--- src/rtl/axis_step_generator_pkg.sv ---
// Shared types, parameter-word indices and saturating helpers for the
// per-axis STEP/DIR generator.
package axis_step_generator_pkg;

    // Word positions inside the five-word timing set
    localparam int P_N     = 0;
    localparam int P_NN    = 1;
    localparam int P_T0    = 2;
    localparam int P_TNA   = 3;
    localparam int P_DELTA = 4;
    localparam int NUM_PARAMS = 5;

    typedef logic [31:0] period_t;

    typedef enum logic [2:0] {
        IDLE  = 3'd0,
        SETUP = 3'd1,
        PULSE = 3'd2,
        WAIT  = 3'd3,
        DONE  = 3'd4
    } state_e;

    function automatic period_t max_p(input period_t a, input period_t b);
        return (a > b) ? a : b;
    endfunction

    function automatic period_t min_p(input period_t a, input period_t b);
        return (a < b) ? a : b;
    endfunction

    // Acceleration steps actually used: never more than half of the
    // interior intervals so the up and down ramps cannot overlap.
    function automatic period_t calc_nn_eff(input period_t n, input period_t nn);
        period_t half;
        half = (n - 32'd2) >> 1;
        if (n < 32'd2) begin
            return 32'd0;
        end else begin
            return min_p(nn, half);
        end
    endfunction

endpackage

--- src/rtl/axis_step_generator_if.sv ---
// Handshake/bus bundle between the timing source and one axis generator.
interface axis_step_generator_if;
    import axis_step_generator_pkg::*;

    logic        start;
    logic        dir_in;
    period_t     params [NUM_PARAMS];
    logic        stop;
    logic        step;
    logic        dir;
    logic        busy;
    logic        finish;
    logic        aborted;
    logic [31:0] steps_done;

    // Generator side
    modport slave (
        input  start, dir_in, params, stop,
        output step, dir, busy, finish, aborted, steps_done
    );

    // Controller side
    modport master (
        output start, dir_in, params, stop,
        input  step, dir, busy, finish, aborted, steps_done
    );
endinterface

--- src/rtl/axis_step_generator_period_ramp.sv ---
// Next step period: saturating decrement toward tna on the up-ramp,
// 33-bit increment clamped to t0 on the down-ramp, unchanged while cruising.
module axis_step_generator_period_ramp
    import axis_step_generator_pkg::*;
(
    input  period_t p_i,
    input  period_t k_i,
    input  period_t n_i,
    input  period_t nn_eff_i,
    input  period_t t0_i,
    input  period_t tna_i,
    input  period_t delta_i,
    output period_t p_next_o
);

    logic [32:0] sum_s;
    period_t     room_s;
    logic        accel_s;
    logic        decel_s;

    // Select ramp region for interval k and apply the saturating update
    always_comb begin
        sum_s   = {1'b0, p_i} + {1'b0, delta_i};
        room_s  = (p_i > tna_i) ? (p_i - tna_i) : 32'd0;
        accel_s = (k_i >= 32'd1) && (k_i <= nn_eff_i);
        // nn_eff is zero whenever N < 2, which keeps N-2 from wrapping here
        decel_s = (nn_eff_i != 32'd0) &&
                  (k_i >= (n_i - 32'd1 - nn_eff_i)) &&
                  (k_i <= (n_i - 32'd2));
        p_next_o = p_i;
        if (accel_s) begin
            if (delta_i >= room_s) begin
                p_next_o = tna_i;
            end else begin
                p_next_o = p_i - delta_i;
            end
        end else if (decel_s) begin
            if (sum_s > {1'b0, t0_i}) begin
                p_next_o = t0_i;
            end else begin
                p_next_o = sum_s[31:0];
            end
        end else begin
            p_next_o = p_i;
        end
    end

endmodule

--- src/rtl/axis_step_generator.sv ---
// One-axis STEP/DIR pulse-train generator with symmetric trapezoidal ramp.
// A single down-counter times DIR settle, pulse high time and the low gap.
module axis_step_generator
    import axis_step_generator_pkg::*;
#(
    parameter int unsigned PULSE_W    = 4,
    parameter int unsigned DIR_SETUP  = 20,
    parameter int unsigned MIN_PERIOD = 8
) (
    input  logic                  clk,
    input  logic                  reset,
    axis_step_generator_if.slave  bus
);

    localparam period_t PW_C    = period_t'(PULSE_W);
    localparam period_t SETUP_C = period_t'(DIR_SETUP - 1);
    localparam period_t MINP_C  = period_t'(MIN_PERIOD);

    state_e      state_q;
    period_t     n_q, nn_eff_q, t0_q, tna_q, delta_q, period_q, cnt_q;
    logic        step_q, dir_q, busy_q, finish_q, aborted_q;
    logic [31:0] steps_done_q;

    period_t     t0_d, tna_d, nn_eff_d, period_next_d;
    logic        abort_d;

    // Clamp the incoming periods and derive ramp length at the latch point
    always_comb begin
        t0_d     = max_p(bus.params[P_T0], MINP_C);
        tna_d    = min_p(max_p(bus.params[P_TNA], MINP_C), t0_d);
        nn_eff_d = calc_nn_eff(bus.params[P_N], bus.params[P_NN]);
        abort_d  = bus.stop | ~bus.start;
    end

    axis_step_generator_period_ramp u_ramp (
        .p_i      (period_q),
        .k_i      (steps_done_q),
        .n_i      (n_q),
        .nn_eff_i (nn_eff_q),
        .t0_i     (t0_q),
        .tna_i    (tna_q),
        .delta_i  (delta_q),
        .p_next_o (period_next_d)
    );

    // Move sequencer: latch, DIR settle, pulse/gap timing, abort and completion
    always_ff @(posedge clk) begin
        if (reset) begin
            state_q      <= IDLE;
            n_q          <= 32'd0;
            nn_eff_q     <= 32'd0;
            t0_q         <= 32'd0;
            tna_q        <= 32'd0;
            delta_q      <= 32'd0;
            period_q     <= 32'd0;
            cnt_q        <= 32'd0;
            step_q       <= 1'b0;
            dir_q        <= 1'b0;
            busy_q       <= 1'b0;
            finish_q     <= 1'b0;
            aborted_q    <= 1'b0;
            steps_done_q <= 32'd0;
        end else begin
            case (state_q)
                IDLE: begin
                    if (bus.start) begin
                        n_q          <= bus.params[P_N];
                        nn_eff_q     <= nn_eff_d;
                        t0_q         <= t0_d;
                        tna_q        <= tna_d;
                        delta_q      <= bus.params[P_DELTA];
                        period_q     <= t0_d;
                        dir_q        <= bus.dir_in;
                        steps_done_q <= 32'd0;
                        aborted_q    <= 1'b0;
                        if (bus.params[P_N] == 32'd0) begin
                            state_q  <= DONE;
                            finish_q <= 1'b1;
                            busy_q   <= 1'b0;
                        end else begin
                            state_q  <= SETUP;
                            cnt_q    <= SETUP_C;
                            busy_q   <= 1'b1;
                        end
                    end
                end
                DONE: begin
                    // Holding start high here never retriggers a move
                    if (!bus.start) begin
                        state_q   <= IDLE;
                        finish_q  <= 1'b0;
                        aborted_q <= 1'b0;
                    end
                end
                default: begin
                    if (abort_d) begin
                        // Stop (or start withdrawn) truncates any pulse in flight
                        state_q   <= DONE;
                        step_q    <= 1'b0;
                        busy_q    <= 1'b0;
                        finish_q  <= 1'b1;
                        aborted_q <= 1'b1;
                    end else begin
                        case (state_q)
                            SETUP: begin
                                if (cnt_q == 32'd0) begin
                                    state_q      <= PULSE;
                                    step_q       <= 1'b1;
                                    steps_done_q <= steps_done_q + 32'd1;
                                    cnt_q        <= PW_C - 32'd1;
                                end else begin
                                    cnt_q <= cnt_q - 32'd1;
                                end
                            end
                            PULSE: begin
                                if (cnt_q == 32'd0) begin
                                    step_q <= 1'b0;
                                    if (steps_done_q == n_q) begin
                                        state_q  <= DONE;
                                        busy_q   <= 1'b0;
                                        finish_q <= 1'b1;
                                    end else begin
                                        state_q <= WAIT;
                                        cnt_q   <= period_q - PW_C - 32'd1;
                                    end
                                end else begin
                                    cnt_q <= cnt_q - 32'd1;
                                end
                            end
                            WAIT: begin
                                if (cnt_q == 32'd0) begin
                                    state_q      <= PULSE;
                                    step_q       <= 1'b1;
                                    steps_done_q <= steps_done_q + 32'd1;
                                    period_q     <= period_next_d;
                                    cnt_q        <= PW_C - 32'd1;
                                end else begin
                                    cnt_q <= cnt_q - 32'd1;
                                end
                            end
                            default: begin
                                state_q <= IDLE;
                                step_q  <= 1'b0;
                                busy_q  <= 1'b0;
                            end
                        endcase
                    end
                end
            endcase
        end
    end

    assign bus.step       = step_q;
    assign bus.dir        = dir_q;
    assign bus.busy       = busy_q;
    assign bus.finish     = finish_q;
    assign bus.aborted    = aborted_q;
    assign bus.steps_done = steps_done_q;

endmodule

--- src/flat_wrapper.sv ---
// flat-port wrapper written by rule: the top's interface ports become plain ports
module axis_step_generator_flat import axis_step_generator_pkg::*;
#(
    parameter int unsigned PULSE_W    = 4,
    parameter int unsigned DIR_SETUP  = 20,
    parameter int unsigned MIN_PERIOD = 8
)
  (clk, reset, bus_start, bus_dir_in, bus_params, bus_stop, bus_step, bus_dir, bus_busy, bus_finish, bus_aborted, bus_steps_done);
  axis_step_generator_if bus_i ();
  input  logic clk;
  input  logic reset;
  input wire logic [$bits(bus_i.start)-1:0] bus_start;
  input wire logic [$bits(bus_i.dir_in)-1:0] bus_dir_in;
  input wire logic [$bits(bus_i.params)-1:0] bus_params;
  input wire logic [$bits(bus_i.stop)-1:0] bus_stop;
  output wire logic [$bits(bus_i.step)-1:0] bus_step;
  output wire logic [$bits(bus_i.dir)-1:0] bus_dir;
  output wire logic [$bits(bus_i.busy)-1:0] bus_busy;
  output wire logic [$bits(bus_i.finish)-1:0] bus_finish;
  output wire logic [$bits(bus_i.aborted)-1:0] bus_aborted;
  output wire logic [$bits(bus_i.steps_done)-1:0] bus_steps_done;
  assign bus_i.start = bus_start;
  assign bus_i.dir_in = bus_dir_in;
  assign bus_i.params = {>>{bus_params}};
  assign bus_i.stop = bus_stop;
  assign bus_step = bus_i.step;
  assign bus_dir = bus_i.dir;
  assign bus_busy = bus_i.busy;
  assign bus_finish = bus_i.finish;
  assign bus_aborted = bus_i.aborted;
  assign bus_steps_done = bus_i.steps_done;
  axis_step_generator #(.PULSE_W(PULSE_W), .DIR_SETUP(DIR_SETUP), .MIN_PERIOD(MIN_PERIOD)) u_core (.clk(clk), .reset(reset), .bus(bus_i));
endmodule
--- config.mk ---
export PLATFORM = sky130hd
export DESIGN_NAME = axis_step_generator_flat
export DESIGN_NICKNAME = d
export VERILOG_FILES = /design/src/rtl/axis_step_generator_pkg.sv /design/src/rtl/axis_step_generator_if.sv /design/src/rtl/axis_step_generator_period_ramp.sv /design/src/rtl/axis_step_generator.sv /design/src/flat_wrapper.sv
export SDC_FILE = /design/constraint.sdc
export NUM_CORES = 1
export LEC_CHECK = 0
export ABC_AREA = 1
export BUFFER_PORTS_ARGS = -buffer_cell sky130_fd_sc_hd__buf_2
export CORE_MARGIN = 2
export CORE_UTILIZATION = 46
export DETAILED_ROUTE_END_ITERATION = 10
export HOLD_SLACK_MARGIN = 0.05
export PLACE_DENSITY = 0.66
export SYNTH_ARGS = -nofsm -noshare
export SYNTH_HDL_FRONTEND = slang
export SYNTH_HIERARCHICAL = 1
export SYNTH_SLANG_ARGS = --single-unit
export TNS_END_PERCENT = 100
--- constraint.sdc ---
create_clock -name clk -period 3.95 [get_ports clk]
set_clock_uncertainty 0.1 [all_clocks]
set_input_delay 0.79 -clock clk [delete_from_list [all_inputs] [get_ports clk]]
set_output_delay 0.79 -clock clk [all_outputs]
set_load 0.02 [all_outputs]
======== Word level (Yosys, flattened, before mapping) ========
Index checks and enable logic that the tools add are counted.
Widths: inputs -> output; s select.
storage, ports and cells
  bits in registers ....................... 264
  bits of input ports ..................... 165
  output and inout bits ................... 37
  logic and storage cells ................. 145
cells by class
  add/sub/neg operators ................... 11
  order comparisons ....................... 12
  eq/ne operators ......................... 18
  mux-type cells .......................... 59
  bitwise operators ....................... 4
  reductions and logical operators ........ 27
operator list
  operator               count
  $mux 32                24
  $pmux 32 s2            4
  $sub 32x1->32 const B  3
  $sub 32x32->32         3
  $ge 32x32->1           2
  $gt 32x4->1 const B    2
  $le 32x32->1           2
  $logic_not 32->1       2
  $sub 32x2->32 const B  2
  $add 32x32->33         1
  $gt 33x32->1           1
  $add 32x1->32 const B  1
  $eq 32x32->1           1
  $ge 32x1->1 const B    1
  $gt 32x32->1           1
  $lt 32x2->1 const B    1
  $lt 32x31->1           1
  $lt 32x32->1           1
  $reduce_bool 32->1     1
  $sub 32x3->32 const B  1
  $mux 3                 7
  $reduce_and 6->1       3
  $mux 1                 17
  $pmux 3 s2             2
  22 further kinds       47

======== Longest topological paths before layout ========
  word-level depth ........................ 11
  depth in mapped cells ................... 34
  depth with buffers taken out ............ 33

======== Hierarchy ========
The synthesis kept the hierarchy.
by module, submodules not included
  module                           instances  cells each  area an instance (um^2)  seq. area each (um^2)
  axis_step_generator              1          2251        15431.0                  5285.1
  axis_step_generator_period_ramp  1          2284        13534.2                  0.0

======== Worst setup path after synthesis ========
No wires, ideal clock.
  kind .................................... reg-to-reg
  start point ............................. register u_core.period_q[0]
  end point ............................... register u_core.period_q[16]
  library setup time ...................... 0.136 ns
  data arrival time ....................... 3.946 ns
  data required time ...................... 3.714 ns
  path slack .............................. -0.233 ns
  cell stages (with the launch flop) ...... 34
  buffers on the path ..................... 2
  period minus slack after synthesis ...... 4.183 ns
  path through ............................ dfxtp_1 > inv_1 > ha_1 > inv_1 > fa_1 > nand2_1 > o21ai_1 > nand2_1 > nand2_1 > inv_2 > o21bai_2 > nand3_1 > nand3_2 > nand2_1 > o211ai_2 > nand2_2 > inv_2 > buf_4 > nand3_1 > ha_1 > a21oi_1 > o21ai_0 > nand2_1 > o211ai_1 > a21oi_1 > a21boi_1 > nand2_1 > inv_2 > buf_2 > nand2_1 > o211ai_1 > nand2_1 > nand2_1 > a31oi_1
between the ends
  longest elaborated chain between the ends .. 9
  elaborated cells between the ends (all ways) .. 15
  those cells by class .................... 3 x add/sub; 3 x order compare; 9 x mux
ends and longest elaborated chain
  item                                            RTL line                                                                      source
  start, declared                                 axis_step_generator.sv:20                                                     period_t n_q, nn_eff_q, t0_q, tna_q, delta_q, period_q, cnt_q;
  start signal, assigned                          axis_step_generator.sv:72                                                     period_q <= t0_d;
  start signal, assigned                          axis_step_generator.sv:135                                                    period_q <= period_next_d;
  $add 32x32->33, or another cell as far along    axis_step_generator_period_ramp.sv:23                                         sum_s = {1'b0, p_i} + {1'b0, delta_i};
  $gt 33x32->1 / $mux 32 (equally long branches)  axis_step_generator_period_ramp.sv:38, axis_step_generator_period_ramp.sv:24
  $mux 32 / $ge 32x32->1 (equally long branches)  axis_step_generator_period_ramp.sv:38, axis_step_generator_period_ramp.sv:32
  $mux 32 (on tied branches)                      axis_step_generator_period_ramp.sv:37, axis_step_generator_period_ramp.sv:32
  $mux 32 (*)                                     axis_step_generator_period_ramp.sv:31                                         if (accel_s) begin
  named net u_core.period_next_d[16]              axis_step_generator.sv:24                                                     period_t t0_d, tna_d, nn_eff_d, period_next_d;
  $mux 32 (*)                                     axis_step_generator.sv:131                                                    if (cnt_q == 32'd0) begin
  $mux 32 (*)                                     axis_step_generator.sv:104                                                    case (state_q)
  $mux 32 (*)                                     axis_step_generator.sv:96                                                     if (abort_d) begin
  $pmux 32 s2 (*)                                 axis_step_generator.sv:64                                                     case (state_q)
The timed path passes the listed nets; every way through them passes the cells marked *. The select of a mux whose other input is x is not followed.
A chain may end at the register's enable or synchronous reset.

======== Final worst setup path ========
  start point ............................. register u_core.period_q[0]
  end point ............................... register u_core.period_q[8]
Same word-level chain as after synthesis.

==> results.cfg <==
[run_status]
outcome = finished, violations left
violations = negative setup slack

[yosys]
ys_warn_count = 6
yosys-top-cells-count = nand2_1 (1038), inv_1 (544), nor2_1 (396)
yosys_most_used_dff = dfxtp_1
synth_fp_nets = 5057
synthTopCellsByArea = dfxtp_1 (18%), ha_1 (15%), nand2_1 (13%)
yosysTopAreaCell = dfxtp_1
synth_area_mm2 = 0.02897
netlist_instances = 4535
synth_edf_count = 0
synth_cell_types = 76
yosysMostFrequentCell = nand2_1
ys_seq_elements = 264
synth-seq-area-share = 0.1825
synth_top_area_frac = 0.1825
syn_avg_cell_area_um2 = 6.387
synthArstFlopShare = 0

[clock_network]
insertion_delay_ns = 0.58
holdBufCountCts = 0
root_buffer = clkbuf_16
clkSinkCount = 264
clock_tree.buffer_depth = 3
path_clk_slew_ns = 0.07
cts-buffers-inserted = 36
cts_tree = built
htree_levels = 2

[sta]
maxSlewViolCount = 0
hold_viol_final = 0
finalSetupViolCount = 36
grt_setup_unrepaired = yes
fmax_mhz = 224.0
period_share = 1.130
whs_ns = 0.3277
finalCriticalPeriod_ns = 4.464
slew_headroom = 0.3646
setup_ws_ns = -0.5142
final.setup.tns_ns = -14.22
worstMarginPinSlew_ns = 0.9521

[critical_path]
path_max_fanout = 7
cp_slowest_cell = dfxtp_2
worstSetupPathType = register to register
crit_path_start_kind = register
path_delay_family = compound AO/OA/AOI/OAI gates
crit_path_frequent_cell = nand2_1
worst-path-buf-inv = 9
cp_data_required_time_ns = 4.28
critPathMaxStageDelay_ns = 0.33
critPathCaptureType = register
r2r-start = u_core/period_q[0]
cp_data_arrival_time_ns = 4.79
startpoint = u_core/period_q[0]

[power]
p_comb_frac = 0.807
clock_power_share = 0.088
ir_drop_mv = 0.7893
power_leakage_nw = 19.04
p_sw_w = 0.02096
power_frac_seq = 0.105
p_int_w = 0.01873
switching_share = 0.5280
power.density_mw_per_mm2 = 1030

[grt]
met2_usage = 0.6554
grt_pass1_vias = 32690
grt.met1_usage = 0.4731
grt_overflow = 0
top_usage_layer = met2
grt_max_degree = 65
antenna_found_initial = 3
grt.total_usage = 0.3953
grt_first_pass_wirelength_mm = 193.4
grt_util_met3 = 0.06509

[detailed_routing]
via_per_inst = 5.600
drt_iter0_drc = 3483
drc = 0
via_count = 34820
wl_per_cell_um = 21.34
first_pass_iters = 9
wirelength_mm = 132.7
ant_nets = 0

[floorplan]
die_area_mm2 = 0.06499
start_util = 0.4676
die_w_um = 254.9
die_h_um = 254.9
rows = 91
ios = 202
fp.coreArea_mm2 = 0.06194

[placed_design]
gp_routability_congestion = 1.053
post-dp-hpwl_mm = 107.5
portBuffers = 201

[min_path]
worst_hold_startpoint = bus_params[25]
hold_path_class = input port to register

[layout]
final_nets = 5873
final_core_util = 0.6219
drive_above_1_share = 0.2527
areaGrowthSynthToFinish_pct = 32.99

[job]
cap_violations = 0
stage by stage:
step | total power, W | worst slack, ns | std cells | instance area, um^2
after floorplan | 0.02095 | 0.01035 | 4535 | 28990
after global placement | 0.03239 | -0.6203 | 6101 | 35670
after detailed placement | 0.03247 | -0.7330 | 6101 | 35670
after CTS | 0.03827 | -0.4343 | 6183 | 37520
after global routing | 0.04255 | -0.8232 | 6218 | 38520
final | 0.03969 | -0.5142 | 6218 | 38520
registers in the layout, indices dropped and copies added (netlist names):
register,cells
u_core/bus.steps_done,32
u_core/cnt_q,32
u_core/delta_q,32
u_core/n_q,32
u_core/nn_eff_q,32
u_core/period_q,32
u_core/t0_q,32
u_core/tna_q,32
u_core/state_q,3
u_core/bus.aborted,1
u_core/bus.busy,1
u_core/bus.dir,1
u_core/bus.finish,1
u_core/bus.step,1
cell families (layout without fill, tap and decap cells):
kind of cell             after synthesis  after routing  share of synthesized area
AND/OR/NAND/NOR                     2091           2091                     0.3198
adder cells (fa/ha/maj)              357            357                     0.1552
flip-flops                           264            264                     0.1825
other                                  0              3                          0
AO/OA/AOI/OAI                        874            874                     0.1770
XOR/XNOR                             200            200                    0.06048
buffers and inverters                749           1592                     0.1050
cells in the final DEF, fill, tap and decap left out, types with 13 or more instances in the layout:
master,n
ha_4,18
inv_1,535
nand2_2,68
nor4_1,37
clkbuf_16,40
nor2_1,386
buf_12,21
a21oi_1,340
buf_2,199
nand4_1,102
inv_2,32
xor2_1,139
a21o_1,15
nand3_2,30
dfxtp_2,21
o211ai_1,42
o21ai_1,27
o21ai_0,210
a21oi_2,30
dfxtp_1,242
ha_1,331
nor2_2,20
a22o_1,36
nand2_1,1001
o21bai_1,18
nand3b_1,39
a31oi_1,42
buf_6,20
nor3_1,66
buf_4,704
o21a_1,16
nand3_1,266
o22ai_1,26
o21ai_2,13
xnor2_1,57
timing repair:
item	in CTS	in global routing
pin swaps	41	112
gates cloned	5	3
endpoints found under the setup margin	32	63
gates resized for setup	118	151
buffers inserted	12	29
power by group through the flow:
stage | logic [W] | registers (W) | clock network, W
2_1_floorplan | 0.0169 | 0.00403 | 0
3_3_place_gp | 0.0282 | 0.00417 | 0
3_5_place_dp | 0.0283 | 0.00417 | 0
4_1_cts | 0.0306 | 0.00414 | 0.00356
5_1_grt | 0.0347 | 0.00423 | 0.00364
6_report | 0.0320 | 0.00418 | 0.00350
layout make-up:
cell class,count,area (um^2)
diodes,3,7.507
clock buffers,46,1020
clock inverters,19,234.0
fillers,6096,23420
inverters,575,2190
multi-input cells,3522,21600
flip-flops and latches,264,5315
well taps,837,1047
repair buffers,951,7099
repair inverters,1,6.256
metal layers:
| metal | vias to the layer above | wire [um] |
|---|---|---|
| met5 | - | 0 |
| met4 | 0 | 9735 |
| met3 | 413 | 10510 |
| met2 | 1610 | 60410 |
| met1 | 15970 | 52070 |
| li1 | 16830 | - |
worst paths after layout:
kind / end / slack [ns] / cells after the start
setup / recovery: u_core/period_q[8] / -0.51 / 35
hold / removal: u_core/delta_q[25] / 0.33 / 2
setup reg to reg: u_core/period_q[8] / -0.51 / 35
hold reg to reg: u_core/nn_eff_q[5] / 0.35 / 2
Note: power is estimated with default switching activity, not from simulation.
